### config.mk
export PLATFORM = sky130hd
export DESIGN_NAME = axi_lite_wr_arbiter
export DESIGN_NICKNAME = d
export VERILOG_FILES = /design/src/rtl/axi_arb_pkg.sv /design/src/rtl/rr_arb2.sv /design/src/rtl/axi_lite_wr_arbiter.sv
export SDC_FILE = /design/constraint.sdc
export NUM_CORES = 1
export LEC_CHECK = 0
export CORE_MARGIN = 4
export CORE_UTILIZATION = 37
export CTS_BUF_LIST = sky130_fd_sc_hd__clkbuf_4 sky130_fd_sc_hd__clkbuf_8
export DETAILED_ROUTE_END_ITERATION = 16
export HOLD_SLACK_MARGIN = 0.1
export PLACE_DENSITY = 0.83
export RECOVER_POWER = 50
export SLEW_MARGIN = 0
export SYNTH_ARGS = -nofsm -noshare
export SYNTH_HDL_FRONTEND = slang
export SYNTH_SLANG_ARGS = --single-unit
### constraint.sdc
create_clock -name axi_aclk -period 2 [get_ports axi_aclk]
set_clock_uncertainty 0.05 [all_clocks]
set_input_delay 0.2 -clock axi_aclk [delete_from_list [all_inputs] [get_ports axi_aclk]]
set_output_delay 0.2 -clock axi_aclk [all_outputs]
set_load 0.02 [all_outputs]
### src/rtl/axi_arb_pkg.sv
// Shared definitions for the two-requester AXI-Lite write arbiter.
//   arb_state_e  : arbiter FSM state encoding (2 bits)
//   RESP_OKAY    : AXI OKAY response code
//   RESP_SLVERR  : AXI SLVERR response code
//   STAT_WIDTH   : width of each per-requester grant counter
//   sat_inc()    : saturating increment for the grant counters
package axi_arb_pkg;

  typedef enum logic [1:0] {
    StIdle  = 2'd0,
    StXfer  = 2'd1,
    StWaitB = 2'd2,
    StResp  = 2'd3
  } arb_state_e;

  localparam int unsigned RESP_OKAY   = 0;
  localparam int unsigned RESP_SLVERR = 2;
  localparam int unsigned STAT_WIDTH  = 16;

  function automatic logic [STAT_WIDTH-1:0] sat_inc(input logic [STAT_WIDTH-1:0] v);
    return (&v) ? v : v + 1'b1;
  endfunction

endpackage

### src/rtl/rr_arb2.sv
// Two-way round-robin winner selection with its last-grant pointer.
//   clk      : clock
//   rst_n    : asynchronous active-low reset (pointer resets to 1, so requester 0 wins first)
//   req      : request vector, one bit per requester
//   grant_en : a grant is taken this cycle if any request is present
//   g        : index of the winning requester (combinational)
module rr_arb2 (
  input  logic       clk,
  input  logic       rst_n,
  input  logic [1:0] req,
  input  logic       grant_en,
  output logic       g
);

  logic last_g_q;

  // On contention the requester that did not win last time goes next.
  always_comb begin
    g = 1'b0;
    if (req[0] && req[1]) begin
      g = ~last_g_q;
    end else begin
      g = req[1];
    end
  end

  always_ff @(posedge clk or negedge rst_n) begin
    if (!rst_n) begin
      last_g_q <= 1'b1;
    end else if (grant_en && (|req)) begin
      last_g_q <= g;
    end
  end

endmodule

### src/rtl/axi_lite_wr_arbiter.sv
// Two-requester AXI-Lite write arbiter sharing one downstream AW/W/B path.
// One complete write is in flight at a time; the winner is picked round-robin among
// requesters presenting both AW and W valid, its payload is registered and forwarded
// downstream, and the downstream response is routed back to it.
//
// Ports:
//   axi_aclk, axi_aresetn          : clock, asynchronous active-low reset
//   s_axi_aw*/s_axi_w*/s_axi_b*    : two upstream requesters, packed per requester
//   s_axi_bresp                    : response shared by both requesters (0 unless responding)
//   m_axi_aw*/m_axi_w*/m_axi_b*    : single downstream write channel set
//   grant_cnt                      : per-requester saturating grant counters
//                                    (present only when ARB_STATS_EN is defined)
module axi_lite_wr_arbiter
  import axi_arb_pkg::*;
#(
  parameter int unsigned DATA_WIDTH = 32,
  parameter int unsigned ADDR_WIDTH = 8,
  parameter int unsigned RESP_WIDTH = 3
) (
  input  logic                          axi_aclk,
  input  logic                          axi_aresetn,
  input  logic [2*ADDR_WIDTH-1:0]       s_axi_awaddr,
  input  logic [1:0]                    s_axi_awvalid,
  output logic [1:0]                    s_axi_awready,
  input  logic [2*DATA_WIDTH-1:0]       s_axi_wdata,
  input  logic [2*(DATA_WIDTH/8+1)-1:0] s_axi_wstrb,
  input  logic [1:0]                    s_axi_wvalid,
  output logic [1:0]                    s_axi_wready,
  output logic [RESP_WIDTH-1:0]         s_axi_bresp,
  output logic [1:0]                    s_axi_bvalid,
  input  logic [1:0]                    s_axi_bready,
  output logic [ADDR_WIDTH-1:0]         m_axi_awaddr,
  output logic                          m_axi_awvalid,
  input  logic                          m_axi_awready,
  output logic [DATA_WIDTH-1:0]         m_axi_wdata,
  output logic [DATA_WIDTH/8:0]         m_axi_wstrb,
  output logic                          m_axi_wvalid,
  input  logic                          m_axi_wready,
  input  logic [RESP_WIDTH-1:0]         m_axi_bresp,
  input  logic                          m_axi_bvalid,
  output logic                          m_axi_bready
`ifdef ARB_STATS_EN
  ,
  output logic [2*STAT_WIDTH-1:0]       grant_cnt
`endif
);

  localparam int unsigned STRB_WIDTH = DATA_WIDTH / 8 + 1;

  arb_state_e              state_q, state_d;
  logic [1:0]              req;
  logic                    idle;
  logic                    grant;
  logic                    win;
  logic                    g_q;
  logic                    awvalid_q, awvalid_d;
  logic                    wvalid_q, wvalid_d;
  logic [ADDR_WIDTH-1:0]   awaddr_q;
  logic [DATA_WIDTH-1:0]   wdata_q;
  logic [STRB_WIDTH-1:0]   wstrb_q;
  logic [RESP_WIDTH-1:0]   bresp_q;

  // A lone AW or lone W is not a request.
  assign req   = s_axi_awvalid & s_axi_wvalid;
  assign idle  = (state_q == StIdle);
  assign grant = idle && (|req);

  rr_arb2 u_rr_arb2 (
    .clk      (axi_aclk),
    .rst_n    (axi_aresetn),
    .req      (req),
    .grant_en (idle),
    .g        (win)
  );

  always_comb begin
    state_d       = state_q;
    awvalid_d     = awvalid_q;
    wvalid_d      = wvalid_q;
    s_axi_awready = 2'b00;
    s_axi_wready  = 2'b00;
    s_axi_bvalid  = 2'b00;
    s_axi_bresp   = '0;
    m_axi_bready  = 1'b0;
    unique case (state_q)
      StIdle: begin
        if (|req) begin
          s_axi_awready[win] = 1'b1;
          s_axi_wready[win]  = 1'b1;
          awvalid_d          = 1'b1;
          wvalid_d           = 1'b1;
          state_d            = StXfer;
        end
      end
      StXfer: begin
        // AW and W complete independently; leave once neither is outstanding.
        if (m_axi_awready) awvalid_d = 1'b0;
        if (m_axi_wready)  wvalid_d  = 1'b0;
        if (!awvalid_d && !wvalid_d) state_d = StWaitB;
      end
      StWaitB: begin
        m_axi_bready = 1'b1;
        if (m_axi_bvalid) state_d = StResp;
      end
      StResp: begin
        s_axi_bvalid[g_q] = 1'b1;
        s_axi_bresp       = bresp_q;
        if (s_axi_bready[g_q]) state_d = StIdle;
      end
      default: state_d = StIdle;
    endcase
  end

  always_ff @(posedge axi_aclk or negedge axi_aresetn) begin
    if (!axi_aresetn) begin
      state_q   <= StIdle;
      g_q       <= 1'b0;
      awvalid_q <= 1'b0;
      wvalid_q  <= 1'b0;
      awaddr_q  <= '0;
      wdata_q   <= '0;
      wstrb_q   <= '0;
      bresp_q   <= '0;
    end else begin
      state_q   <= state_d;
      awvalid_q <= awvalid_d;
      wvalid_q  <= wvalid_d;
      if (grant) begin
        g_q      <= win;
        awaddr_q <= win ? s_axi_awaddr[2*ADDR_WIDTH-1:ADDR_WIDTH]
                        : s_axi_awaddr[ADDR_WIDTH-1:0];
        wdata_q  <= win ? s_axi_wdata[2*DATA_WIDTH-1:DATA_WIDTH]
                        : s_axi_wdata[DATA_WIDTH-1:0];
        wstrb_q  <= win ? s_axi_wstrb[2*STRB_WIDTH-1:STRB_WIDTH]
                        : s_axi_wstrb[STRB_WIDTH-1:0];
      end
      if ((state_q == StWaitB) && m_axi_bvalid) begin
        bresp_q <= m_axi_bresp;
      end
    end
  end

  assign m_axi_awaddr  = awaddr_q;
  assign m_axi_awvalid = awvalid_q;
  assign m_axi_wdata   = wdata_q;
  assign m_axi_wstrb   = wstrb_q;
  assign m_axi_wvalid  = wvalid_q;

`ifdef ARB_STATS_EN
  logic [STAT_WIDTH-1:0] cnt0_q, cnt1_q;

  always_ff @(posedge axi_aclk or negedge axi_aresetn) begin
    if (!axi_aresetn) begin
      cnt0_q <= '0;
      cnt1_q <= '0;
    end else if (grant) begin
      if (win) cnt1_q <= sat_inc(cnt1_q);
      else     cnt0_q <= sat_inc(cnt0_q);
    end
  end

  assign grant_cnt = {cnt1_q, cnt0_q};
`endif

endmodule

; After elaboration in Yosys (flattened, before gate mapping)
; Index checks and enable logic that the tools add are counted.
[classes]
mul = 0
bitwise = 2
shift = 0
muxes = 27
n_lt_le_gt_ge = 4
n_div = 0
n_reduce_logical = 13
add_sub_neg = 0
eq_ne = 7
[ops]
columns = op, count
row1 = 32-bit 2-to-1 mux, 1
row2 = 2-bit 2-to-1 mux, 7
row3 = 1-bit 2-to-1 mux, 11
row4 = 8-bit 2-to-1 mux, 1
row5 = 2-bit != test (second input constant), 4
row6 = 2-bit one-hot mux with 4 select lines, 1
row7 = 1-bit logical AND, 6
row8 = 5-bit 2-to-1 mux, 1
row9 = 2-bit equality test (second input constant), 2
row10 = 1-bit by 2-bit less-than comparator with 1-bit output (second input constant), 2
row11 = 1-bit one-hot mux with 2 select lines, 2
row12 = 4-bit AND reduction, 1
row13 = 3-bit 2-to-1 mux, 1
row14 = 2-bit bitwise AND, 1
row15 = 1-bit demux with 1-bit select, 2
row16 = 2-bit by 1-bit equality test with 1-bit output (second input constant), 1
row17 = 1-bit greater-or-equal comparator (second input constant), 2
row18 = 1-bit zero test, 2
row19 = 2-bit zero test, 1
row20 = 2-bit AND reduction, 1
row21 = 2-bit nonzero test, 1
row22 = 2-bit OR reduction, 1
row23 = 1-bit NOT, 1
[word_totals]
word_cells = 62
memories = 0
reg_bits = 54
ramBits = 0
romBits = 0
latch_bits = 0

; Logic depth before layout (Yosys ltp)
[depth]
ltp_word = 9
mapped_depth = 8
ltp_nobuf = 6

; By module
; A second synthesis with hierarchy kept.
[unflattened]
cells_unflattened = 251
area_unflattened_um2 = 2668.8
[by_module_without_submodules]
columns = mod, instances, cells_each, area_per_inst_um2, seq_area_each_um2
row1 = axi_lite_wr_arbiter, 1, 247, 2623.8, 1326.3
row2 = rr_arb2, 1, 4, 45.0, 26.3

; Worst setup path before layout
; OpenSTA, ideal clock, no wires.
[synth_timing]
path_kind = register to output
from = register state_q[0]
to = output port s_axi_wready[1]
required_ns = 1.750
arrival_ns = 1.661
path_stages_with_launch = 7
setup_slack_ns = 0.089
path_cell_list = dfrtp_1 inv_1 ha_1 nand3_1 a31oi_1 clkbuf_1 buf_4
[synth_via]
elab_chain_cells = 2
[synth_rtl]
columns = item, line_no
row1 = "start, declared", axi_lite_wr_arbiter.sv:50  ; arb_state_e state_q, state_d;
row2 = "start signal, assigned", axi_lite_wr_arbiter.sv:116  ; state_q <= StIdle;
row3 = "start signal, assigned", axi_lite_wr_arbiter.sv:125  ; state_q <= state_d;
row4 = 2-bit zero test, -
row5 = 2-bit 2-to-1 mux, -
row6 = "end, declared", axi_lite_wr_arbiter.sv:28  ; output logic [1:0] s_axi_wready,
; Every way passes these cells.

; Worst setup path after layout
[layout_timing]
from = register state_q[1]
to = output port s_axi_awready[1]
[layout_via]
elab_chain_cells = 2
[layout_rtl]
columns = item, line_no
row1 = 2-bit zero test, axi_lite_wr_arbiter.sv:85  ; unique case (state_q)
row2 = 2-bit 2-to-1 mux, axi_lite_wr_arbiter.sv:85
row3 = "end, declared", axi_lite_wr_arbiter.sv:24  ; output logic [1:0] s_axi_awready,
; Every way passes these cells.

==> impl_metrics.json <==
{
  "status": "finished clean",
  "power_density_nw_per_um2": 1322,
  "grt_max_degree": 48,
  "max_stage_delay_ns": 0.42,
  "clk_latency_ns": 0.30,
  "htreeDepth": 2,
  "r2r_slack_ns": 0.10,
  "synth_edf_count": 0,
  "root_buffer": "clkbuf_8",
  "cts_buffers": 5,
  "gp_congestion": 0.7801,
  "start_util_pct": 39.08,
  "port_buffers": 160,
  "sw_frac_of_total_pct": 38.44,
  "die_h_um": 88.01,
  "critPathRequiredTime_ns": 1.75,
  "synthTopCellsByArea": "dfrtp_1 (56%), a222oi_1 (19%), inv_1 (8.1%)",
  "grt_overflow_total": 0,
  "fin_crit_sh_pct": 98.10,
  "leakage_nw": 2.097,
  "rsz0062_at_grt": "true",
  "die_area_um2": 7746,
  "synth_commonest_cells": "dfrtp_1 (53), inv_1 (51), a222oi_1 (45)",
  "io_pins": 161,
  "dp_hpwl_um": 6022,
  "switching_power_mw": 2.142,
  "hp-class": "in -> async",
  "yosys.area.top_type_share_pct": 56.00,
  "path_clk_slew_ns": 0.09,
  "wl_per_cell_um": 18.05,
  "wl_met3_um": 840,
  "first_pass_iters": 8,
  "fmax_ghz": 0.5097,
  "cts_num_sinks": 54,
  "die_width_um": 88.01,
  "vdd_drop_max_uv": 699.0,
  "worstPathBufferInverterCount": 2,
  "post-cts-setup-buffer-count": 0,
  "path_max_fanout": 4,
  "grt_pass1_wl_um": 11900,
  "syn_to_final_growth_pct": 77.92,
  "setup_ws_ns": 0.03796,
  "drt_iter0_drc": 252,
  "tns_ns": 0,
  "pwr-share-seq_pct": 34.3,
  "post_drt_via_cell_ratio": 5.414,
  "nets": 475,
  "critical_path_class": "reg -> out",
  "crit_path_cell_trace": "inv_1, ha_1, nand3_1, a31oi_4, dlygate4sd2_1",
  "maxCapViolations": 0,
  "rows": 28,
  "reg2regPathDepth": 7,
  "syn-num-nets": 311,
  "postSynth.asyncResetShare_pct": 100.0,
  "core_area_um2": 6061,
  "slew_headroom_pct": 51.00,
  "intPower_mw": 3.430,
  "vias": 2393,
  "ys_seq_area_share_pct": 57.11,
  "synth_flop_cell": "dfrtp_1",
  "start_kind": "flop",
  "antenna_found_initial": 0,
  "pre_cts_ws_ns": -0.01021,
  "cp.depth": 5,
  "hold_ws_ns": 0.4085,
  "yosysWarnings": 0,
  "layout-drive-gt1-share_pct": 8.174,
  "postRouteAntennaNets": 0,
  "routed.top_layer": "met4",
  "yosysTopAreaCell": "dfrtp_1",
  "slew_violations": 0,
  "syn_avg_cell_area_um2": 11.73,
  "arrival_ns": 1.71,
  "diodes": 0,
  "fin_crit_ns": 1.962,
  "cpMaxStageDelayCell": "dfrtp_1",
  "finalSetupViolCount": 0,
  "synth_cell_types": 24,
  "clockBufferDepth": 2,
  "drt_wl_total_um": 7980,
  "wl_met2_um": 4115,
  "grt_pass1_vias": 2494,
  "critPathTopFamily": "buffers and inverters",
  "endpoint_kind": "output pin",
  "synthCells": 202,
  "worstMarginPinSlew_ns": 0.7350,
  "yosysMostFrequentCell": "dfrtp_1",
  "power.share.clock_pct": 11.1,
  "synth_area_um2": 2369,
  "hold_violations": 0,
  "drcViolationCount": 0,
  "ys_ff_latch": 54,
  "grt.total_usage_pct": 20.01,
  "p_comb_share_pct": 54.6,
  "cts_tree": "done",
  "wl_met1_um": 2929
}
==> layout by cell type (no fill, tap or decap), drive strengths merged <==
cell type and n:
buf 10, a31oi 2, dlygate4sd3 11, clkdlybuf4s50 139, mux2i 2, inv 51
a221o 1, a21o 4, and2 4, mux2 4, a222oi 45, clkinv 2
clkbuf 11, nor2 2, dfrtp 53, ha 5, nand3 2, o22ai 1
nand2 3, a22oi 1, nor2b 1, dlymetal6s2s 5, a22o 3, dlygate4sd2 3
dfstp 1, nand2b 1
==> metrics by stage <==
step | instances | total power [mW] | cell area, um^2 | utilization, %
global route | 442 | 5.959 | 4214 | 69.53
CTS | 442 | 5.699 | 4230 | 69.80
global placement | 433 | 4.963 | 4131 | 68.17
finish | 442 | 5.573 | 4214 | 69.53
floorplan | 202 | 3.490 | 2369 | -
detailed placement | 433 | 5.068 | 4131 | 68.17
==> layout make-up <==
type                    count  area (um^2)
flip-flops and latches     54         1353
repair buffers            173         1714
clock buffers               6        76.32
inverters                  51        191.4
well taps                  75        93.84
fillers                   464         1847
multi-input cells          81        772.0
clock inverters             2        13.76
==> worst paths after layout <==
path                                start               end
setup / recovery               state_q[1]  s_axi_awready[1]
hold / removal                axi_aresetn   m_axi_wdata[10]
setup reg to reg               state_q[1]    m_axi_wdata[4]
hold reg to reg                bresp_q[0]        bresp_q[0]
max in group asynchronous     axi_aresetn    m_axi_wdata[5]
min in group axi_aclk      s_axi_wstrb[8]    m_axi_wstrb[3]
==> routing by layer <==
| layer | global-route usage (%) | up-vias |
|---|---|---|
| li1 | - | 1080 |
| met3 | 6.773 | 9 |
| met1 | 23.18 | 1172 |
| met4 | 4.670 | 0 |
| met2 | 35.75 | 132 |
| met5 | 0 | - |
==> power by group through the flow <==
stage | Sequential [mW] | Clock, mW | Combinational, mW
3_5_place_dp | 1.93 | 0 | 3.14
6_report | 1.91 | 0.621 | 3.04
2_1_floorplan | 2.41 | 0 | 1.08
3_3_place_gp | 1.90 | 0 | 3.07
4_1_cts | 1.91 | 0.648 | 3.14
5_1_grt | 1.98 | 0.699 | 3.28
==> cells by family (layout without fill, tap and decap cells) <==
| group | count (synthesis) | after routing | share of synthesized area, % |
|---|---|---|---|
| AOI/OAI and AO/OA | 57 | 57 | 23.19 |
| adders and majority gates | 5 | 5 | 2.641 |
| buffers and inverters | 67 | 232 | 11.52 |
| DFF | 54 | 54 | 57.11 |
| muxes | 6 | 6 | 2.747 |
| and+or+nand+nor | 13 | 13 | 2.800 |
==> registers in the layout (all words and copies together), names as in the netlist <==
| register | cells |
|---|---|
| bresp_q | 3 |
| g_q | 1 |
| m_axi_awaddr | 8 |
| m_axi_awvalid | 1 |
| m_axi_wdata | 32 |
| m_axi_wstrb | 5 |
| m_axi_wvalid | 1 |
| state_q | 2 |
| u_rr_arb2.last_g_q | 1 |
==> timing repair <==
item,CTS,global route
pin swaps,0,0
endpoints found under the setup margin,9,31
hold buffers,1,0
gates resized for setup,8,7
hold endpoints to repair,24,0
gates cloned,0,0
Note: power is estimated with default switching activity, not from simulation.
